<file path="src/rtl/mem_port_arbiter.sv">
// Shares one single-port synchronous RAM between instruction fetch and load/store, with data
// priority bounded by a starvation counter, 1-cycle read response routing and a cycle timer.
module mem_port_arbiter #(
  parameter int          DATA_BURST_MAX = 4,
  parameter logic [31:0] TIMER_ADDR     = 32'h80006000
) (
  input  logic        clk,
  input  logic        reset,
  input  logic        i_req,
  input  logic [31:0] i_address,
  output logic        i_gnt,
  output logic        i_rvalid,
  output logic [31:0] i_rdata,
  input  logic        d_req,
  input  logic [3:0]  d_we,
  input  logic [31:0] d_address,
  input  logic [31:0] d_wdata,
  output logic        d_gnt,
  output logic        d_rvalid,
  output logic [31:0] d_rdata,
  output logic        mem_en,
  output logic [3:0]  mem_we,
  output logic [31:0] mem_address,
  output logic [31:0] mem_wdata,
  input  logic [31:0] mem_rdata
);

  typedef enum logic [1:0] {
    OWN_NONE   = 2'd0,
    OWN_INSTR  = 2'd1,
    OWN_DMEM   = 2'd2,
    OWN_DTIMER = 2'd3
  } owner_e;

  localparam logic [3:0] BURST_MAX = 4'(DATA_BURST_MAX);

  owner_e      owner_q, owner_d;
  logic [3:0]  starve_cnt_q, starve_cnt_d;
  logic [31:0] cycle_cnt_q, cycle_cnt_d;
  logic [31:0] timer_q, timer_d;
  logic        d_timer;
  logic        d_read;

  assign d_timer = (d_address == TIMER_ADDR);
  assign d_read  = (d_we == 4'b0000);

  // Fetch only overrides a pending data request once the data burst has hit its bound.
  assign i_gnt = i_req && (!d_req || (starve_cnt_q == BURST_MAX));
  assign d_gnt = d_req && !i_gnt;

  always_comb begin
    mem_en      = 1'b0;
    mem_we      = 4'b0000;
    mem_address = 32'h0;
    mem_wdata   = 32'h0;
    if (i_gnt) begin
      mem_en      = 1'b1;
      mem_address = i_address;
    end else if (d_gnt) begin
      mem_en      = !d_timer;
      mem_we      = d_we;
      mem_address = d_address;
      mem_wdata   = d_wdata;
    end
  end

  always_comb begin
    owner_d      = OWN_NONE;
    starve_cnt_d = starve_cnt_q;
    timer_d      = timer_q;
    cycle_cnt_d  = cycle_cnt_q + 32'd1;

    if (i_gnt) begin
      owner_d = OWN_INSTR;
    end else if (d_gnt && d_read) begin
      owner_d = d_timer ? OWN_DTIMER : OWN_DMEM;
    end

    // The captured value is the count at the grant edge, not at the response cycle.
    if (d_gnt && d_read && d_timer) begin
      timer_d = cycle_cnt_q;
    end

    if (!i_req || i_gnt) begin
      starve_cnt_d = 4'd0;
    end else if (d_gnt && (starve_cnt_q != BURST_MAX)) begin
      starve_cnt_d = starve_cnt_q + 4'd1;
    end
  end

  always_ff @(posedge clk or negedge reset) begin
    if (!reset) begin
      owner_q      <= OWN_NONE;
      starve_cnt_q <= 4'd0;
      cycle_cnt_q  <= 32'h0;
      timer_q      <= 32'h0;
    end else begin
      owner_q      <= owner_d;
      starve_cnt_q <= starve_cnt_d;
      cycle_cnt_q  <= cycle_cnt_d;
      timer_q      <= timer_d;
    end
  end

  assign i_rvalid = (owner_q == OWN_INSTR);
  assign i_rdata  = i_rvalid ? mem_rdata : 32'h0;
  assign d_rvalid = (owner_q == OWN_DMEM) || (owner_q == OWN_DTIMER);

  always_comb begin
    d_rdata = 32'h0;
    if (owner_q == OWN_DMEM) begin
      d_rdata = mem_rdata;
    end else if (owner_q == OWN_DTIMER) begin
      d_rdata = timer_q;
    end
  end

endmodule

</file>
<file path="config.mk">
export PLATFORM = sky130hd
export DESIGN_NAME = mem_port_arbiter
export DESIGN_NICKNAME = d
export VERILOG_FILES = /design/src/rtl/mem_port_arbiter.sv
export SDC_FILE = /design/constraint.sdc
export NUM_CORES = 1
export LEC_CHECK = 0
export BUFFER_PORTS_ARGS = -buffer_cell sky130_fd_sc_hd__buf_2
export CAP_MARGIN = 15
export CORE_MARGIN = 2
export CORE_UTILIZATION = 40
export DETAILED_ROUTE_END_ITERATION = 10
export GPL_TIMING_DRIVEN = 0
export HOLD_SLACK_MARGIN = 0.1
export PLACE_DENSITY = 0.76
export SYNTH_ARGS = -nofsm -noshare
export SYNTH_HDL_FRONTEND = slang
export SYNTH_SLANG_ARGS = --single-unit
export TNS_END_PERCENT = 1
</file>
<file path="constraint.sdc">
create_clock -name clk -period 2.8 [get_ports clk]
set_input_delay 0.56 -clock clk [delete_from_list [all_inputs] [get_ports clk]]
set_output_delay 0.56 -clock clk [all_outputs]
set_load 0.1 [all_outputs]
</file>
==> results.cfg, run 1 <==
[routing]
vias_per_cell = 5.06
drc = 0
firstDrtPassIters = 4
route.antenna.remaining_nets = 0
wire_per_inst_um = 16.9
vias = 4592
drt-total-wl_um = 15400
first_iter_violations = 232

[floorplan]
coreArea_um2 = 10800
die_x_um = 109
rows = 38
die-area_um2 = 11900
ioPinCount = 273
start_util_pct = 40.9
die_h_um = 109

[logic_synthesis]
synthFlopType = dfrtp_1
yosysUniqueCellTypes = 32
synth_fp_nets = 620
synthTopCellsByArea = dfrtp_1 40%, and2_1 9.6%, mux2_2 8.2%
yosys.area.top_type = dfrtp_1
syn_inst = 481
syn_avg_cell_area_um2 = 9.18
netlist.area_leader.share_pct = 39.7
yosysWarnings = 0
netlist_area_um2 = 4420
async_flop_share_pct = 100
synth_seq_cells = 70
ys_seq_area_share_pct = 39.7
synth_edf_count = 0

[sta]
timing.fmax_mhz = 357
clock_skew_ns = 0.00695
fin_ws_ns = -0.00399
drv_slew = 0
finalCriticalPeriod_ns = 2.80
tns_ns = -0.00399
fin_crit_sh_pct = 100
maxSlewHeadroom_pct = 31.8
setup_violations = 1
hold_ws_ns = 0.336
hold_viol = 0
worstMarginPinSlew_ns = 1.01
rsz0062_at_grt = true

[setup_path]
worst-setup-path-type = register to output pin
path_max_fanout = 10
worstSetupStartpointType = register
critPathSlowestCell = dfrtp_1
worst_setup_path_end_kind = output pin
crit_family = buffers and inverters
cp.required_ns = 2.24
crit_chain = inv_1, ha_1, nand3b_1, a21oi_2, buf_8, clkbuf_4, nand2_1, o21ai_1, buf_6
crit_arrival_ns = 2.24
critPathBufInv = 4
reg2regPathDepth = 7
critical_path_cell_count = 9
slowest_delay_ns = 0.42

[grt]
grt-ovfl-total = 0
grt_max_degree = 71
grt_pass1_wl_um = 22800
grt_use_total_pct = 25.3
grt_pass1_vias = 4442
grt_antenna_before_repair = 0

[layout]
utilization_pct = 61.4
final_cell_mix = 186 x buf_2, 74 x nand2_1, 70 x dfrtp_1
layout-drive-gt1-share_pct = 46.0
area_growth_pct = 50.1
fin_nets = 902
antenna_cells = 0
layout_commonest_cell = buf_2
fillCellCount = 946
fin_area_um2 = 6630

[placement]
placed_area_um2 = 5990
gp_congestion = 0.961
dp_hpwl_um = 12500
numPortBuffers = 271

[cts]
cts_buffers = 9
cts_tree = built
path_clk_slew_ns = 0.07
cts_sinks = 70
htreeDepth = 3
cts_setup_buffers = 0
clockBufferDepth = 2
clock_latency_ns = 0.33
cts-root-buf = clkbuf_8

[power]
leakagePower_nw = 3.47
power.total_w = 0.00305
max-vdd-ir-drop_v = 0.000252
power_per_cell_area_nw_per_um2 = 460

[hold_path]
hold_path.class = primary input to async pin

[run]
maxCapViolCount = 0

[status]
status = finished, violations left
violations = negative setup slack
-- Yosys cell counts (all sizes together), types with 8 or more instances --
cell	number
and2	69
xnor2	19
nor2b	33
xor2	13
nor2	8
nand3	14
nand4	11
nand2	74
o21ai	34
clkbuf	23
mux2	32
nor4	12
mux2i	32
dfrtp	70
-- final cells by class --
type / count / area [µm²] / area share (%)
Sequential cell: 70 / 1750 / 26.4
Multi-Input combinational cell: 375 / 2550 / 38.5
Inverter: 7 / 26.3 / 0.396
Timing Repair Buffer: 271 / 1740 / 26.2
Clock inverter: 6 / 86.3 / 1.30
Tap cell: 140 / 175 / 2.64
Buffer: 29 / 175 / 2.64
Clock buffer: 10 / 128 / 1.93
-- power by group --
part	leakage (nW)	switching (W)	internal [W]
logic	2.40	0.000884	0.000281
clock network	0.106	0.000369	0.000500
registers	0.962	0.00000220	0.00101
total	3.47	0.00125	0.00179
-- state kept, by name (all words and copies together), names as in the netlist --
register / flops
cycle_cnt_q: 32
owner_q: 2
starve_cnt_q: 4
timer_q: 32
-- worst paths after layout --
check / from / to / slack (ns)
worst min-delay path: reset / cycle_cnt_q[2]$_DFF_PN0_ / 0.34
max in group asynchronous: reset / cycle_cnt_q[13]$_DFF_PN0_ / 1.90
worst max-delay path: starve_cnt_q[0]$_DFFE_PN0P_ / mem_address[3] / -0.004
worst max register to register: starve_cnt_q[0]$_DFFE_PN0P_ / timer_q[14]$_DFFE_PN0P_ / 0.51
worst min register to register: cycle_cnt_q[31]$_DFF_PN0_ / cycle_cnt_q[31]$_DFF_PN0_ / 0.48
min in group clk: cycle_cnt_q[31]$_DFF_PN0_ / cycle_cnt_q[31]$_DFF_PN0_ / 0.48
-- cells by family (layout without fill, tap and decap cells) --
logic type	after synthesis	after routing	share of synthesized area, %
multiplexers	64	64	15.4
AND/OR/NAND/NOR	241	241	30.2
buffers and inverters	36	323	3.57
adder cells (fa/ha/maj)	3	3	0.850
AO/OA/AOI/OAI	35	35	3.97
XOR/XNOR	32	32	6.35
flip-flops	70	70	39.7
-- per-layer routing --
layer	routed length [µm]	vias up	part of all wire (%)	global-route usage, %
met2	8000	229	52	46.3
met4	448	0	2.9	9.89
li1	-	2190	-	-
met3	1120	32	7.3	5.38
met1	5790	2141	38	28.7
met5	0	-	0	0
-- metrics by stage --
step           setup slack (ns)  instances
3_5_place_dp             -0.379        892
4_1_cts                 -0.0105        908
3_3_place_gp             -0.368        892
5_1_grt                  -0.139        908
2_1_floorplan            -0.334        481
6_report               -0.00399        908
-- what timing repair did --
item,CTS,global route
resized for setup,132,22
pin swaps,1,0
endpoints found under the setup margin,112,109
hold buffers,0,0
Power figures use the tool's default switching activity.
==> run 2: changes to the inputs <==
- CTS_BUF_LIST: unset -> sky130_fd_sc_hd__clkbuf_4
- REMOVE_ABC_BUFFERS: unset -> 1
==> results.cfg, run 2 (synthesized netlist as in run 1, its figures left out) <==
[status]
status = finished clean

[power]
leakagePower_nw = 3.37
max-vdd-ir-drop_v = 0.000204
power.total_w = 0.00267
power_per_cell_area_nw_per_um2 = 408

[routing]
route.antenna.remaining_nets = 0
wire_per_inst_um = 15.6
vias_per_cell = 4.96
drt-total-wl_um = 13900
vias = 4401
firstDrtPassIters = 4
first_iter_violations = 240
drc = 0

[floorplan]
die-area_um2 = 11900
ioPinCount = 273
rows = 38
die_h_um = 109
start_util_pct = 40.9
die_x_um = 109
coreArea_um2 = 10800

[setup_path]
crit_family = buffers and inverters
worst-setup-path-type = register to output pin
worstSetupStartpointType = register
critPathSlowestCell = dfrtp_1
cp.required_ns = 2.24
path_max_fanout = 35
critPathBufInv = 4
slowest_delay_ns = 0.42
crit_chain = inv_1, ha_1, nand3b_1, buf_4, a21oi_4, clkbuf_16, nand2_1, o21ai_1, buf_6
crit_arrival_ns = 2.14
worst_setup_path_end_kind = output pin

[layout]
utilization_pct = 60.7
fin_nets = 883
area_growth_pct = 48.4
layout-drive-gt1-share_pct = 45.1
antenna_cells = 0
reg.largest.list = cycle_cnt_q x32, timer_q x32, starve_cnt_q x4
layout_commonest_cell = buf_2
final_cell_mix = 170 x buf_2, 74 x nand2_1, 68 x and2_1, 68 x dfrtp_1, 47 x buf_6

[sta]
clock_skew_ns = 0.0171
rsz0062_at_grt = true
fin_crit_sh_pct = 96.6
drv_slew = 0
finalCriticalPeriod_ns = 2.70
maxSlewHeadroom_pct = 31.2
worstMarginPinSlew_ns = 1.02
timing.fmax_mhz = 370
hold_ws_ns = 0.261
setup_violations = 0
hold_viol = 0
tns_ns = 0

[cts]
path_clk_slew_ns = 0.12
cts-root-buf = clkbuf_4
htreeDepth = 3
clock_latency_ns = 0.39
postCtsHoldBufs = 0
cts_sinks = 70
clockBufferDepth = 2
cts_buffers = 9
cts_tree = built

[placement]
dp_hpwl_um = 10300
numPortBuffers = 272
gp_congestion = 0.767

[grt]
grt_max_degree = 71
grt_use_total_pct = 21.2
grt_pass1_wl_um = 19800
grt-ovfl-total = 0
grt_antenna_before_repair = 0
grt_pass1_vias = 4065

[run]
maxCapViolCount = 0

[hold_path]
hold_path.class = primary input to async pin
run 2: per-layer routing:
layer  global-route usage (%)  up-vias  routed length [µm]
met5                        0        -                   0
met3                     4.36       17                 862
li1                         -     2147                   -
met4                     6.41        0                 236
met2                     37.2      155                7170
met1                     26.0     2082                5600
run 2: timing repair:
action,in CTS,in global routing
buffers inserted,1,2
gates resized for setup,127,38
pin swaps,1,1
endpoints found under the setup margin,104,117
cloned,1,0
run 2: report_power, final:
group          leakage (nW)  switching, W  internal (W)  total [W]
Clock                0.0533      0.000335      0.000181   0.000516
Combinational          2.36      0.000854      0.000279    0.00113
Sequential            0.959    0.00000890       0.00101    0.00102
run 2: path summary, 6_finish.rpt:
| path | startpoint | end | slack (ns) | depth (start not counted) |
|---|---|---|---|---|
| min in group clk | d_we[1] | owner_q[1]$_DFF_PN0_ | 0.46 | 3 |
| hold reg to reg | starve_cnt_q[0]$_DFFE_PN0P_ | starve_cnt_q[0]$_DFFE_PN0P_ | 0.49 | 1 |
| setup reg to reg | starve_cnt_q[0]$_DFFE_PN0P_ | timer_q[17]$_DFFE_PN0P_ | 0.18 | 9 |
| setup / recovery | starve_cnt_q[0]$_DFFE_PN0P_ | mem_address[30] | 0.1 | 9 |
| max in group asynchronous | reset | owner_q[0]$_DFF_PN0_ | 1.85 | 1 |
| hold / removal | reset | cycle_cnt_q[11]$_DFF_PN0_ | 0.26 | 1 |
run 2: area by class of cell:
cell class                 instances  area, µm²
clock buffer                      10       75.1
fill                             925       4240
inverter                           7       31.3
sequential                        70       1760
clock inverter                     5       27.5
multi-input combinational        376       2550
timing repair buffer             280       1940
tap                              140        175
run 2: per-stage QoR:
step | instances | cell area, µm² | worst slack, ns
2_1_floorplan | 452 | 4290 | -4.71
3_3_place_gp | 864 | 5820 | -2.23
3_5_place_dp | 869 | 5930 | -0.530
4_1_cts | 886 | 6400 | -0.0807
5_1_grt | 888 | 6560 | -0.0513
6_report | 888 | 6560 | 0.0961
